[config.mk]
export PLATFORM = sky130hd
export DESIGN_NAME = tick_period_meter
export DESIGN_NICKNAME = d
export VERILOG_FILES = /design/src/rtl/tick_period_meter.sv
export SDC_FILE = /design/constraint.sdc
export NUM_CORES = 1
export LEC_CHECK = 0
export CORE_UTILIZATION = 45
export DETAILED_ROUTE_END_ITERATION = 7
export PLACE_DENSITY = 0.67
export SYNTH_ARGS = -nofsm -noshare
export SYNTH_HDL_FRONTEND = slang
export SYNTH_SLANG_ARGS = --single-unit
[constraint.sdc]
create_clock -name clk -period 4.56 [get_ports clk]
set_input_delay 0.912 -clock clk [delete_from_list [all_inputs] [get_ports clk]]
set_output_delay 0.912 -clock clk [all_outputs]
set_load 0.01 [all_outputs]
[src/rtl/tick_period_meter.sv]
// rtl/tick_period_meter.sv - measures clk cycles between synchronized rising edges of sig_in
// Results are delivered through a single-entry valid/ready output register.
module tick_period_meter #(
   parameter int WIDTH       = 24,
   parameter int SYNC_STAGES = 2
) (
   input  logic             clk,
   input  logic             rst,
   input  logic             en,
   input  logic             clr,
   input  logic             sig_in,
   output logic [WIDTH-1:0] period_out,
   output logic             ovf_out,
   output logic             valid,
   input  logic             ready,
   output logic             lost,
   output logic             busy
);

   typedef enum logic [1:0] {
      IDLE = 2'd0,
      ARM  = 2'd1,
      MEAS = 2'd2
   } state_t;

   localparam logic [WIDTH-1:0] CNT_MAX = {WIDTH{1'b1}};

   logic [SYNC_STAGES-1:0] sync_q;
   logic                   dly_q;
   logic                   rise;
   state_t                 state_q, state_d;
   logic [WIDTH-1:0]       count_q, count_d;
   logic [WIDTH-1:0]       period_q;
   logic                   ovf_q, valid_q, lost_q, busy_q;
   logic                   res_fire;
   logic [WIDTH-1:0]       res_period;
   logic                   res_ovf;

   assign rise = sync_q[SYNC_STAGES-1] & ~dly_q;

   always_comb begin
      state_d    = state_q;
      count_d    = count_q;
      res_fire   = 1'b0;
      res_period = count_q;
      res_ovf    = 1'b0;
      case (state_q)
         IDLE: begin
            count_d = '0;
            state_d = ARM;
         end
         ARM: begin
            if (rise) begin
               state_d = MEAS;
               count_d = WIDTH'(1);
            end
         end
         MEAS: begin
            // An edge on the saturation cycle still wins as a normal result.
            if (rise) begin
               res_fire = 1'b1;
               count_d  = WIDTH'(1);
            end else if (count_q == CNT_MAX) begin
               res_fire   = 1'b1;
               res_period = CNT_MAX;
               res_ovf    = 1'b1;
               count_d    = '0;
               state_d    = ARM;
            end else begin
               count_d = count_q + WIDTH'(1);
            end
         end
         default: begin
            state_d = IDLE;
            count_d = '0;
         end
      endcase
      if (!en) begin
         state_d  = IDLE;
         count_d  = '0;
         res_fire = 1'b0;
      end
   end

   always_ff @(posedge clk or posedge rst) begin
      if (rst) begin
         sync_q   <= '0;
         dly_q    <= 1'b0;
         state_q  <= IDLE;
         count_q  <= '0;
         period_q <= '0;
         ovf_q    <= 1'b0;
         valid_q  <= 1'b0;
         lost_q   <= 1'b0;
         busy_q   <= 1'b0;
      end else begin
         sync_q <= {sync_q[SYNC_STAGES-2:0], sig_in};
         dly_q  <= sync_q[SYNC_STAGES-1];
         if (clr) begin
            valid_q <= 1'b0;
            lost_q  <= 1'b0;
            count_q <= '0;
            state_q <= en ? ARM : IDLE;
            busy_q  <= 1'b0;
         end else begin
            state_q <= state_d;
            count_q <= count_d;
            busy_q  <= (state_d == MEAS);
            // A held result is never overwritten; a new one is dropped instead.
            if (res_fire) begin
               if (!valid_q || ready) begin
                  period_q <= res_period;
                  ovf_q    <= res_ovf;
                  valid_q  <= 1'b1;
               end else begin
                  lost_q <= 1'b1;
               end
            end else if (valid_q && ready) begin
               valid_q <= 1'b0;
            end
         end
      end
   end

   assign period_out = period_q;
   assign ovf_out    = ovf_q;
   assign valid      = valid_q;
   assign lost       = lost_q;
   assign busy       = busy_q;

endmodule

==> metrics.yaml <==
timing:
  slew_headroom_pct: 22.78
  period_needed_ps: 2651
  tightest_slew_ps: 1150
  finalSetupTns_ps: 0
  maxSlewViolCount: 0
  setup_viol: 0
  grt_setup_unrepaired: "false"
  hold_violations: 0
  min_period_over_period_pct: 58.13
  max_freq_ghz: 0.3773
  fin_skew_ps: 10.83
place:
  port_buffers: 33
  routabilityCongestion: 0.8749
  hpwl_um: 4013
yosys:
  dominantRegCellSynth: "dfrtp_1"
  yosysTopAreaCellShare_pct: 50.51
  synth_edf_count: 0
  syn_area_um2: 2824
  ys_types: 47
  synthTopCellsByArea: "dfrtp_1 51%, mux2_4 9.6%, nand3_1 3.0%, a21oi_1 2.5%, nand2_1 2.3%"
  synth_warnings: 0
  synth.largest_area_cell: "dfrtp_1"
  yosysSeqAreaShare_pct: 50.51
  async_reset_ff_share_pct: 100.0
  syn_area_per_cell_um2: 11.07
  synth_most_common_cell: "dfrtp_1"
  syn_inst: 255
  yosys-top-cells-count: "57 x dfrtp_1, 18 x mux2_4, 17 x nand2_1, 17 x nand3_1, 17 x nor2_1"
  ys_ff_latch: 57
  syn-num-nets: 266
floorplan:
  boundaryPins: 34
  fp.coreArea_um2: 5991
  fp.dieH_um: 81.22
  start_util_pct: 47.14
  die-area_um2: 6596
  fp-row-count: 28
  die_x_um: 81.22
grt:
  grt_pass1_wl_um: 10010
  grt_start_max_net_pins: 46
  track_usage_pct: 20.41
  met3_usage_pct: 5.955
  gr-total-overflow: 0
  use_met2_pct: 31.18
  use_met1_pct: 26.81
  antenna_found_initial: 0
  grt_busiest_layer: "met2"
  grt_pass1_vias: 2097
setup_path:
  reg2reg_depth: 6
  r2r_setup_slack_ps: 2040
  crit_family: "simple AND/OR/NAND/NOR gates"
  slowest_delay_ps: 510
  r2r-start: "count_q[0]"
  cp_max_fo: 11
  worstPathRequired_ps: 4810
  crit_type: "in2reg"
  path_depth: 7
  critPathLaunch: "clr"
  timing.critical_path.to: "count_q[8]"
  worstSetupEndpointType: "register"
  startpoint_type: "primary input"
  cp_slowest_cell: "clkdlybuf4s50_1"
  worst-endpoint-arrival_ps: 2900
  r2r_end: "period_out[20]"
  cp_cell_sequence: "clkdlybuf4s50_1 -> nand2b_4 -> or3_1 -> a21oi_1 -> buf_4 -> nand2_1 -> o31ai_1"
  cp_num_buf_inv: 2
pwr:
  p_sw_share_pct: 20.35
  internal_power_uw: 896.4
  total_power_mw: 1.125
  ir_drop_mv: 0.2778
  combPwrFrac_pct: 3.5
  seq_power_share_pct: 45.4
  p_switching_uw: 229.0
  p_per_area_nw_per_um2: 325.7
  total_leakage_power_nw: 1.537
  pwr-share-clk_pct: 51.1
drt:
  drc: 0
  drt-total-wl_um: 5816
  wl_per_cell_um: 15.59
  vias_per_cell: 5.485
  ant_nets: 0
  vias: 2046
  firstDrtPassIters: 5
  drt_iter0_markers: 91
clock_network:
  cts_hold_buf: 0
  max-clock-path-buffers: 2
  clock_latency_ps: 340
  htree_levels: 3
  cts_tree: "built"
  post_cts_buffers: 0
  path_clk_slew_ps: 70
  numCtsBuffers: 9
  cts_root_buffer: "clkbuf_8"
  cts_sinks: 57
  cts_resized: 0
layout:
  diodes: 0
  drive_gt1_share_pct: 16.78
  area_delta_synth_final_pct: 22.37
  final_nets: 304
flow_run:
  drv_cap: 0
status:
  status: "complete, no violations"
min_path:
  min_path_type: "reg2reg"
==> power by group through the flow <==
stage | Combinational (mW) | Sequential [mW] | Clock [mW]
detailed placement | 0.0407 | 0.520 | 0
floorplan | 0.0263 | 0.520 | 0
finish | 0.0397 | 0.511 | 0.575
global placement | 0.0402 | 0.520 | 0
global route | 0.0460 | 0.511 | 0.611
CTS | 0.0407 | 0.510 | 0.590
==> per-layer routing <==
layer | share of wire, % | routed length (um)
met3 | 4.4 | 255
met4 | 1.3 | 76
met2 | 46 | 2690
met1 | 48 | 2794
met5 | 0 | 0
==> cell usage in the layout, fill, tap and decap left out, drive strengths merged, types with 2 or more instances in the layout <==
cell           netlist  routed
inv                 13      13
clkinv               0       3
o31ai                6       6
and3                 3       3
mux2                22      22
a21oi               14      14
or3                  2       2
and2                 3       3
xnor2                2       2
mux2i                4       4
nand2               17      17
nor2                18      18
nand2b               6       6
xor2                 7       7
nand4               10      10
nand4b               3       3
ha                   5       5
dfrtp               57      57
nor4                 5       5
nor3                 4       4
nand3               17      17
o22ai                2       2
bufinv               0       3
clkdlybuf4s50        0      33
a2bb2oi              2       2
a22oi                2       2
nor2b                2       2
buf                  4       2
clkbuf               4      10
o21ai               11      11
==> cell families (layout without fill, tap and decap cells) <==
| kind of cell | Yosys count | after routing | synth area share (%) |
|---|---|---|---|
| mux | 26 | 26 | 12.58 |
| simple gates | 91 | 91 | 17.68 |
| buf+inv | 21 | 64 | 3.500 |
| xor+xnor | 9 | 9 | 2.791 |
| fa+ha+maj | 5 | 5 | 2.215 |
| compound gates | 46 | 46 | 10.72 |
| flops | 57 | 57 | 50.51 |
==> how the worst min path moves through the flow <==
| stage | from | to | slack (ps) | depth (start not counted) |
|---|---|---|---|---|
| 6_report | sync_q[0] | sync_q[1] | 360 | 0 |
| 5_1_grt | sync_q[0] | sync_q[1] | 360 | 0 |
| 4_1_cts | sync_q[0] | sync_q[1] | 360 | 0 |
| 3_5_place_dp | sync_q[0] | sync_q[1] | 350 | 0 |
| 3_3_place_gp | sync_q[0] | sync_q[1] | 340 | 0 |
| 2_1_floorplan | sync_q[0] | sync_q[1] | 330 | 0 |
==> flip-flops by register name (all words and copies together) (netlist names) <==
name	count
dly_q	1
lost	1
valid	1
busy	1
ovf_out	1
period_out	24
state_q	2
count_q	24
sync_q	2
==> through the flow <==
stage               cells  worst slack (ps)  instance area (um^2)  hold slack, ps  utilization [%]
floorplan             255              2248                  2824           331.2                -
global placement      357              1646                  3213           336.2            53.63
detailed placement    357              1566                  3213           345.1            53.63
CTS                   373              1940                  3456           359.0            57.69
global route          373              1772                  3456           361.3            57.69
finish                373              1909                  3456           355.9            57.69
==> cell type report <==
| cell class | count | area (um^2) |
|---|---|---|
| Fill cell | 498 | 2535 |
| Sequential cell | 57 | 1426 |
| Multi-Input combinational cell | 177 | 1299 |
| Timing Repair Buffer | 35 | 345.3 |
| Clock buffer | 10 | 137.6 |
| Clock inverter | 6 | 105.1 |
| Tap cell | 75 | 93.84 |
| Inverter | 13 | 48.80 |
(Power assumes the default switching activity.)
